File: src/rtl/uart_pkg.sv
// Shared UART definitions: FSM state encoding, frame constants and the
// default bit period used by both the receiver and the transmitter.
package uart_pkg;

  localparam int   UART_DATA_BITS    = 8;
  localparam logic UART_IDLE_LEVEL   = 1'b1;
  localparam int   UART_CLKS_PER_BIT = 217;  // 25 MHz / 115200 baud

  typedef enum logic [2:0] {
    IDLE,
    START,
    DATA,
    PARITY,
    STOP
  } tx_state_t;

endpackage

File: src/rtl/uart_tx_fifo_byte_fifo.sv
// Circular byte FIFO with pointers one bit wider than the address so that
// full and empty are distinguished without a separate count.
module byte_fifo #(
  parameter int DEPTH = 4,
  parameter int WIDTH = 8
) (
  input  logic             clk,
  input  logic             rst_n,
  input  logic             push,
  input  logic [WIDTH-1:0] wr_data,
  input  logic             pop,
  output logic [WIDTH-1:0] rd_data,
  output logic             full,
  output logic             empty
);

  localparam int AW = $clog2(DEPTH);

  logic [WIDTH-1:0] mem [DEPTH];
  logic [AW:0]      wr_ptr;
  logic [AW:0]      rd_ptr;
  logic             do_push;
  logic             do_pop;

  assign empty   = (wr_ptr == rd_ptr);
  assign full    = (wr_ptr[AW] != rd_ptr[AW]) && (wr_ptr[AW-1:0] == rd_ptr[AW-1:0]);
  assign do_pop  = pop && !empty;
  // A full FIFO still accepts a write when an entry leaves in the same cycle.
  assign do_push = push && (!full || do_pop);
  assign rd_data = mem[rd_ptr[AW-1:0]];

  always_ff @(posedge clk or negedge rst_n) begin
    if (!rst_n) begin
      wr_ptr <= '0;
      rd_ptr <= '0;
    end else begin
      if (do_push) wr_ptr <= wr_ptr + 1'b1;
      if (do_pop)  rd_ptr <= rd_ptr + 1'b1;
    end
  end

  always_ff @(posedge clk) begin
    if (do_push) mem[wr_ptr[AW-1:0]] <= wr_data;
  end

endmodule

File: src/rtl/uart_tx_fifo.sv
// FIFO-buffered UART transmitter, 8N1 LSB first with back-to-back frames.
// Define UART_TX_PARITY_EN to insert an even parity bit (8E1).
module uart_tx_fifo
  import uart_pkg::*;
#(
  parameter int CLKS_PER_BIT = UART_CLKS_PER_BIT,
  parameter int FIFO_DEPTH   = 4
) (
  input  logic       i_clk,
  input  logic       i_rst_n,
  input  logic       i_tx_dv,
  input  logic [7:0] i_tx_byte,
  output logic       o_tx_serial,
  output logic       o_tx_active,
  output logic       o_tx_done,
  output logic       o_fifo_full,
  output logic       o_overflow
);

  localparam int              CW       = (CLKS_PER_BIT > 1) ? $clog2(CLKS_PER_BIT) : 1;
  localparam logic [CW-1:0]   LAST_CNT = CW'(CLKS_PER_BIT - 1);
  localparam logic [2:0]      LAST_BIT = 3'(UART_DATA_BITS - 1);

  tx_state_t                 state;
  tx_state_t                 state_d;
  logic [CW-1:0]             clk_cnt;
  logic [2:0]                bit_idx;
  logic [UART_DATA_BITS-1:0] shift;
  logic [UART_DATA_BITS-1:0] fifo_data;
  logic                      fifo_empty;
  logic                      pop;
  logic                      bit_end;
  logic                      serial_d;

  byte_fifo #(
    .DEPTH (FIFO_DEPTH),
    .WIDTH (UART_DATA_BITS)
  ) u_fifo (
    .clk     (i_clk),
    .rst_n   (i_rst_n),
    .push    (i_tx_dv),
    .wr_data (i_tx_byte),
    .pop     (pop),
    .rd_data (fifo_data),
    .full    (o_fifo_full),
    .empty   (fifo_empty)
  );

  assign bit_end = (clk_cnt == LAST_CNT);

  always_comb begin
    state_d  = state;
    pop      = 1'b0;
    serial_d = UART_IDLE_LEVEL;
    case (state)
      IDLE: begin
        if (!fifo_empty) begin
          pop     = 1'b1;
          state_d = START;
        end
      end
      START: begin
        serial_d = 1'b0;
        if (bit_end) state_d = DATA;
      end
      DATA: begin
        serial_d = shift[bit_idx];
        if (bit_end && (bit_idx == LAST_BIT)) begin
`ifdef UART_TX_PARITY_EN
          state_d = PARITY;
`else
          state_d = STOP;
`endif
        end
      end
`ifdef UART_TX_PARITY_EN
      PARITY: begin
        serial_d = ^shift;
        if (bit_end) state_d = STOP;
      end
`endif
      STOP: begin
        // Chain straight into the next start bit when more bytes are waiting.
        if (bit_end) begin
          if (!fifo_empty) begin
            pop     = 1'b1;
            state_d = START;
          end else begin
            state_d = IDLE;
          end
        end
      end
      default: state_d = IDLE;
    endcase
  end

  always_ff @(posedge i_clk or negedge i_rst_n) begin
    if (!i_rst_n) begin
      state       <= IDLE;
      clk_cnt     <= '0;
      bit_idx     <= '0;
      shift       <= '0;
      o_tx_serial <= UART_IDLE_LEVEL;
      o_tx_active <= 1'b0;
      o_tx_done   <= 1'b0;
      o_overflow  <= 1'b0;
    end else begin
      state <= state_d;
      if ((state == IDLE) || bit_end) clk_cnt <= '0;
      else                            clk_cnt <= clk_cnt + 1'b1;
      if (state != DATA) bit_idx <= '0;
      else if (bit_end)  bit_idx <= bit_idx + 1'b1;
      if (pop) shift <= fifo_data;
      // Line outputs are registered copies of the current state's decode.
      o_tx_serial <= serial_d;
      o_tx_active <= (state != IDLE);
      o_tx_done   <= (state == STOP) && bit_end;
      if (i_tx_dv && o_fifo_full && !pop) o_overflow <= 1'b1;
    end
  end

endmodule

File: config.mk
export PLATFORM = sky130hd
export DESIGN_NAME = uart_tx_fifo
export DESIGN_NICKNAME = d
export VERILOG_FILES = /design/src/rtl/uart_pkg.sv /design/src/rtl/uart_tx_fifo_byte_fifo.sv /design/src/rtl/uart_tx_fifo.sv
export SDC_FILE = /design/constraint.sdc
export NUM_CORES = 1
export LEC_CHECK = 0
export ABC_AREA = 1
export CELL_PAD_IN_SITES_DETAIL_PLACEMENT = 1
export CELL_PAD_IN_SITES_GLOBAL_PLACEMENT = 1
export CORE_ASPECT_RATIO = 0.7
export CORE_MARGIN = 2
export CORE_UTILIZATION = 27
export DETAILED_ROUTE_END_ITERATION = 10
export PLACE_DENSITY_LB_ADDON = 0.1
export SYNTH_ARGS = -nofsm -noshare
export SYNTH_HDL_FRONTEND = slang
export SYNTH_SLANG_ARGS = --single-unit
File: constraint.sdc
create_clock -name i_clk -period 2 [get_ports i_clk]
set_input_delay 0.4 -clock i_clk [delete_from_list [all_inputs] [get_ports i_clk]]
set_output_delay 0.4 -clock i_clk [all_outputs]
set_load 0.02 [all_outputs]
* Word-level counts from Yosys, hierarchy flattened
Memories as Yosys holds them, arrays and structs flattened. A register that Yosys moved wholly into a read port is not among the register bits. Cells that the tools add are included.
Word-level totals: register bits 24, memory bits (writable) 32, input bits 11, memories kept 1
Memory list:
- u_fifo.mem | depth 4, bits a word 8, rd ports 1, clocked after Yosys merged registers in 1, wr ports 1, line uart_tx_fifo_byte_fifo.sv:19 | logic [WIDTH-1:0] mem [DEPTH];
Operators by class: $add $sub $neg 4, $lt $le $gt $ge 1, equal/unequal tests 13, muxes and demuxes 17, reduce and logical (&&, ||, !) cells 17
Operators with widths (count):
- 3-bit 2-to-1 mux | 6
- 3-bit case mux with 4 select lines | 1
- 3-bit by 1-bit adder with 3-bit output, second input constant | 3
- 8-bit by 1-bit adder with 8-bit output, second input constant | 1
- 8-bit == test, second input constant | 1
- 8-bit 2-to-1 mux | 1
- 2-bit inequality test, second input constant | 4
- 1-bit logical AND | 7
- 3-bit == test, second input constant | 2
- 1-bit 2-to-1 mux | 6
- 1-bit logical NOT | 4
- 3-bit by 4-bit less-than comparator with 1-bit output, second input constant | 1
- 1-bit case mux with 2 select lines | 2
- 4-bit AND reduction | 1
- 1-bit binary-select mux with 3-bit select | 1
- 3-bit by 1-bit == test with 1-bit output, second input constant | 1
- 3-bit by 2-bit == test with 1-bit output, second input constant | 1
- 3-bit == test | 1
- 3-bit logical NOT | 1
- 3-bit by 2-bit inequality test with 1-bit output, second input constant | 1
- 3-bit nonzero test | 1
- 2-bit == test | 1
- 1-bit logical OR | 2
- 2-bit nonzero test | 1
- 1-bit inequality test | 1

* Depth between registers and ports, before layout
depth in word-level cells 9, mapped depth 10, gate-level depth less buffers 9

* Hierarchy
From an unflattened synthesis, not the netlist that was laid out.
Second synthesis, totals: cell total of the unflattened synthesis 292, area total of the unflattened synthesis 2916.5 um^2
By module, submodules not included:
- byte_fifo | times used 1, cells each 137, area an instance 1662.8 um^2, seq. area each 1111.1 um^2
- uart_tx_fifo | times used 1, cells each 155, area an instance 1253.7 um^2, seq. area each 651.9 um^2

* Worst setup path before layout
OpenSTA, ideal clock, no wires.
path kind register to register, start reg clk_cnt[0], end mem u_fifo.mem[0][0] (enable), setup time 371 ps, arrival time 1497 ps, data required time 1629 ps, slack 132 ps, stages on the path, launching flop included 9, buffers on the path 0, period minus slack after synthesis 1868 ps, path through dfrtp_1 inv_1 ha_1 inv_1 nor2_1 nand3_2 nand4_2 nand2_2 nor2_1
Between the ends: word-level cells in the longest chain between the ends 8
RTL lines:
- from (decl) | line uart_tx_fifo.sv:26 | logic [CW-1:0] clk_cnt;
- from (signal assigned) | line uart_tx_fifo.sv:110 | else clk_cnt <= clk_cnt + 1'b1;
- 8-bit == test | line uart_tx_fifo.sv:49 | assign bit_end = (clk_cnt == LAST_CNT);
- 1-bit 2-to-1 mux | line uart_tx_fifo.sv:84 | if (bit_end) begin
- 1-bit case mux with 2 select lines | line uart_tx_fifo.sv:55 | case (state)
- 1-bit logical AND | line uart_tx_fifo_byte_fifo.sv:27 | assign do_pop = pop && !empty;
- 1-bit logical OR | line uart_tx_fifo_byte_fifo.sv:29 | assign do_push = push && (!full || do_pop);
- 1-bit logical AND | line uart_tx_fifo_byte_fifo.sv:29
- 1-bit 2-to-1 mux | line uart_tx_fifo_byte_fifo.sv:43 | if (do_push) mem[wr_ptr[AW-1:0]] <= wr_data;
- 1-bit 2-to-1 mux (implied by the code) | line uart_tx_fifo_byte_fifo.sv:43
- to (decl) | line uart_tx_fifo_byte_fifo.sv:19
Every way passes these cells.

* Final worst setup path
start reg u_fifo.wr_ptr[1], end out o_fifo_full
Between the ends: word-level cells in the longest chain between the ends 2
RTL lines:
- from (decl) | line uart_tx_fifo_byte_fifo.sv:20 | logic [AW:0] wr_ptr;
- from (signal assigned) | line uart_tx_fifo_byte_fifo.sv:37 | if (do_push) wr_ptr <= wr_ptr + 1'b1;
- 2-bit == test | line uart_tx_fifo_byte_fifo.sv:26 | assign full = (wr_ptr[AW] != rd_ptr[AW]) && (wr_ptr[AW-1:0] == rd_ptr[AW-1:0]);
- 1-bit logical AND | line uart_tx_fifo_byte_fifo.sv:26
- to (decl) | line uart_tx_fifo.sv:16 | output logic o_fifo_full,
Every way passes these cells.

==> results.tsv <==
stage	metric	value	unit
status	status	finished, final reports clean	
layout	number of nets in the layout	331	
setup_path	CP max stage delay	0.42	ns
cts	CTS Root Cell	clkbuf_16	
logic_synthesis	Post-Syn Area	2920	µm²
cts	worst-skew pair later-pin latency	0.33	ns
setup_path	FF-to-FF Start	clk_cnt[0]	
sta	max-slew violation count	0	
sta	FMAX	0.539	GHz
grt	GR Layer Usage met1	18.6	%
detailed_routing	post-route ant nets	0	
logic_synthesis	Main synth FF type	edfxtp_1	
hold_path	min-delay worst type	input port to asynchronous set/reset pin	
placed_design	port bufs	15	
setup_path	Crit-path slowest cell	dfrtp_2	
logic_synthesis	Mapped Nets	293	
grt	largest net degree at the start of global routing	18	
detailed_routing	wire per inst	15.0	µm
power_and_ir_drop	PwrDens	1570	nW/µm²
die	IO Pins	16	
setup_path	worst-path fanout max	5	
logic_synthesis	Async SR Flop Fraction	50.0	%
cts	cts hold-fix bufs	0	
grt	most crowded layer after global routing	met1	
sta	Layout Skew	0.00443	ns
layout	P&R area growth vs syn	24.9	%
die	Core Area	10400	µm²
setup_path	Top Family by Delay on Critical Path	flip-flops	
setup_path	type of origin of the critical path	flip-flop	
detailed_routing	DRT Pass-1 Iters	4	
die	Site Rows	31	
logic_synthesis	Mapped Cells	273	
detailed_routing	drt via density	4.50	
sta	min Tclk post-route	1.86	ns
placed_design	Placer Congestion	0.721	
logic_synthesis	leading area contributor after synthesis	edfxtp_1	
logic_synthesis	Yosys cell types	34	
setup_path	CP endpoint kind	output pin	
logic_synthesis	sequential element share of the synthesized area	60.4	%
sta	Slew headroom	72.7	%
die	die height	91.0	µm
logic_synthesis	Yosys warning total	0	
detailed_routing	Vias	2018	
die	Initial Util	28.0	%
logic_synthesis	top cells by count, synth	nand2_1, nor2_1, edfxtp_1	
cts	clock buffer count from CTS	9	
setup_path	Crit. Startpoint	u_fifo.wr_ptr[1]	
layout	layout cells sized above 1	19.3	%
power_and_ir_drop	Peak supply drop	0.560	mV
setup_path	CP arrival	1.46	ns
grt	routing usage on met2	17.3	%
grt	vias in the first global route	2131	
cts	setup bufs post-CTS	0	
cts	clk sink count	64	
sta	TNS Setup	0	ns
logic_synthesis	Post-synth EDFFs	32	
grt	first-pass GRT wire length	11200	µm
logic_synthesis	Synth Register Bits	64	
logic_synthesis	top cell type's share of synthesized area	32.9	%
setup_path	reg2reg setup slack	0.24	ns
cts	CTS H-tree lvls	3	
logic_synthesis	most common cell in the netlist	nand2_1	
cts	CTS tree	yes	
setup_path	Buffers & Inverters on Critical Path	3	
grt	initial antenna violation count	0	
logic_synthesis	syn_area_per_cell	10.7	µm²
logic_synthesis	Area contributors post-synth	edfxtp_1, dfrtp_1, nand2_1, nor2_1, o21ai_0	
sta	Hold WS	0.372	ns
setup_path	worst setup path class	flip-flop to output pin	
grt	GRT Residual Overflow	0	
cts	clock slew at reported path FFs	0.05	ns
detailed_routing	drc violations	0	
run	Max Cap Viol	0	
cts	Max clock buf depth	2	
sta	Worst Tran Pin Value	0.408	ns
die	Die X-Extent	128	µm
power_and_ir_drop	Pleak	1.55	nW
detailed_routing	initial drt markers	73	
placed_design	Post-DP HPWL	4830	µm
grt	GR Layer Usage met3	4.66	%
setup_path	worst endpoint required time	1.60	ns
setup_path	critical-path cell list	inv_2 > nand2_2 > nand2_4 > nor2_8 > nand2_1 > inv_1 > clkdlybuf4s15_1	
layout	ANT cells	0	
detailed_routing	Detailed Route WL	6700	µm
grt	Global Route Usage Sum	12.8	%
sta	Hold Vio Cnt, Final	0	
sta	RSZ-0062 raised after global routing	no	
die	Die Area	11700	µm²
sta	# setup viols final	0	
sta	period utilization	92.8	%
[cell usage in the layout (no fill, tap or decap), types with 2 or more instances in the layout]
cell             instances
nand2_2                 12
clkbuf_16                9
nand2_1                 35
clkdlybuf4s50_1         14
nor3_1                   4
nor2_1                  33
o211ai_1                 2
nand3_1                 17
nor3b_1                  3
edfxtp_1                32
dfrtp_2                  2
xor2_1                   2
nor2_2                   2
inv_1                   24
dfrtp_1                 29
ha_1                     9
o22ai_1                  8
a21oi_1                  4
o21ai_0                 25
bufinv_16                2
inv_4                    2
buf_4                   16
nand2_4                  5
clkbuf_1                 3
inv_2                    2
nand4_1                  3
o21bai_1                 2
[per-layer routing]
metal	share of wire (%)	up-vias	routed length (µm)
li1	-	998	-
met1	54	985	3610
met2	41	24	2720
met3	3.8	11	253
met4	1.8	0	118
met5	0	-	0
[path summary, 6_finish.rpt]
kind / end / depth (start not counted)
worst min register to register: o_overflow / 1
worst max register to register: u_fifo.mem[3][0] / 9
max in group asynchronous: shift[3] / 2
worst min-delay path: u_fifo.wr_ptr[1] / 1
min in group i_clk: o_overflow / 1
worst max-delay path: o_fifo_full / 7
[power breakdown]
part / internal (mW) / switching [mW]
sequential: 1.78 / 0.244
combinational: 0.789 / 1.28
clock: 1.09 / 0.541
total: 3.65 / 2.07
[cells by family after synthesis]
logic type               count (synthesis)  share of synthesized area [%]
adder cells (fa/ha/maj)                  9                           3.86
buffers and inverters                   33                           5.32
flip-flops                              64                           60.4
AO/OA/AOI/OAI                           43                           8.19
AND/OR/NAND/NOR                        120                           21.0
XOR/XNOR                                 4                           1.20
[state kept, by name, summed over array words and instances, names as in the netlist]
name / cells
o_tx_active: 1
clk_cnt: 8
u_fifo.rd_ptr: 3
state: 3
o_overflow: 1
o_tx_serial: 1
u_fifo.wr_ptr: 3
shift: 8
o_tx_done: 1
u_fifo.mem: 32
bit_idx: 3
[cell type report]
class	instances	area, µm²
Fill cell	1166	6790
Multi-Input combinational cell	176	1010
Timing Repair Buffer	32	290
Tap cell	132	165
Sequential cell	64	1770
Inverter	28	110
Clock inverter	4	68.8
Clock buffer	12	236
[what timing repair did]
| action | 4_1_cts | 5_1_grt |
|---|---|---|
| cloned | 0 | 0 |
| endpoints found under the setup margin | 1 | 33 |
| resized for setup | 2 | 4 |
[stage by stage]
stage | cells | instance area, µm² | power, mW | setup slack, ns | utilization, %
floorplan | 273 | 2920 | 3.44 | 0.132 | -
global placement | 432 | 3330 | 4.10 | 0.137 | 31.9
detailed placement | 432 | 3330 | 4.15 | 0.116 | 31.9
CTS | 448 | 3630 | 5.81 | 0.0546 | 34.8
global route | 448 | 3650 | 6.15 | 0.00358 | 35.0
finish | 448 | 3650 | 5.72 | 0.144 | 35.0
(Power assumes the default switching activity.)
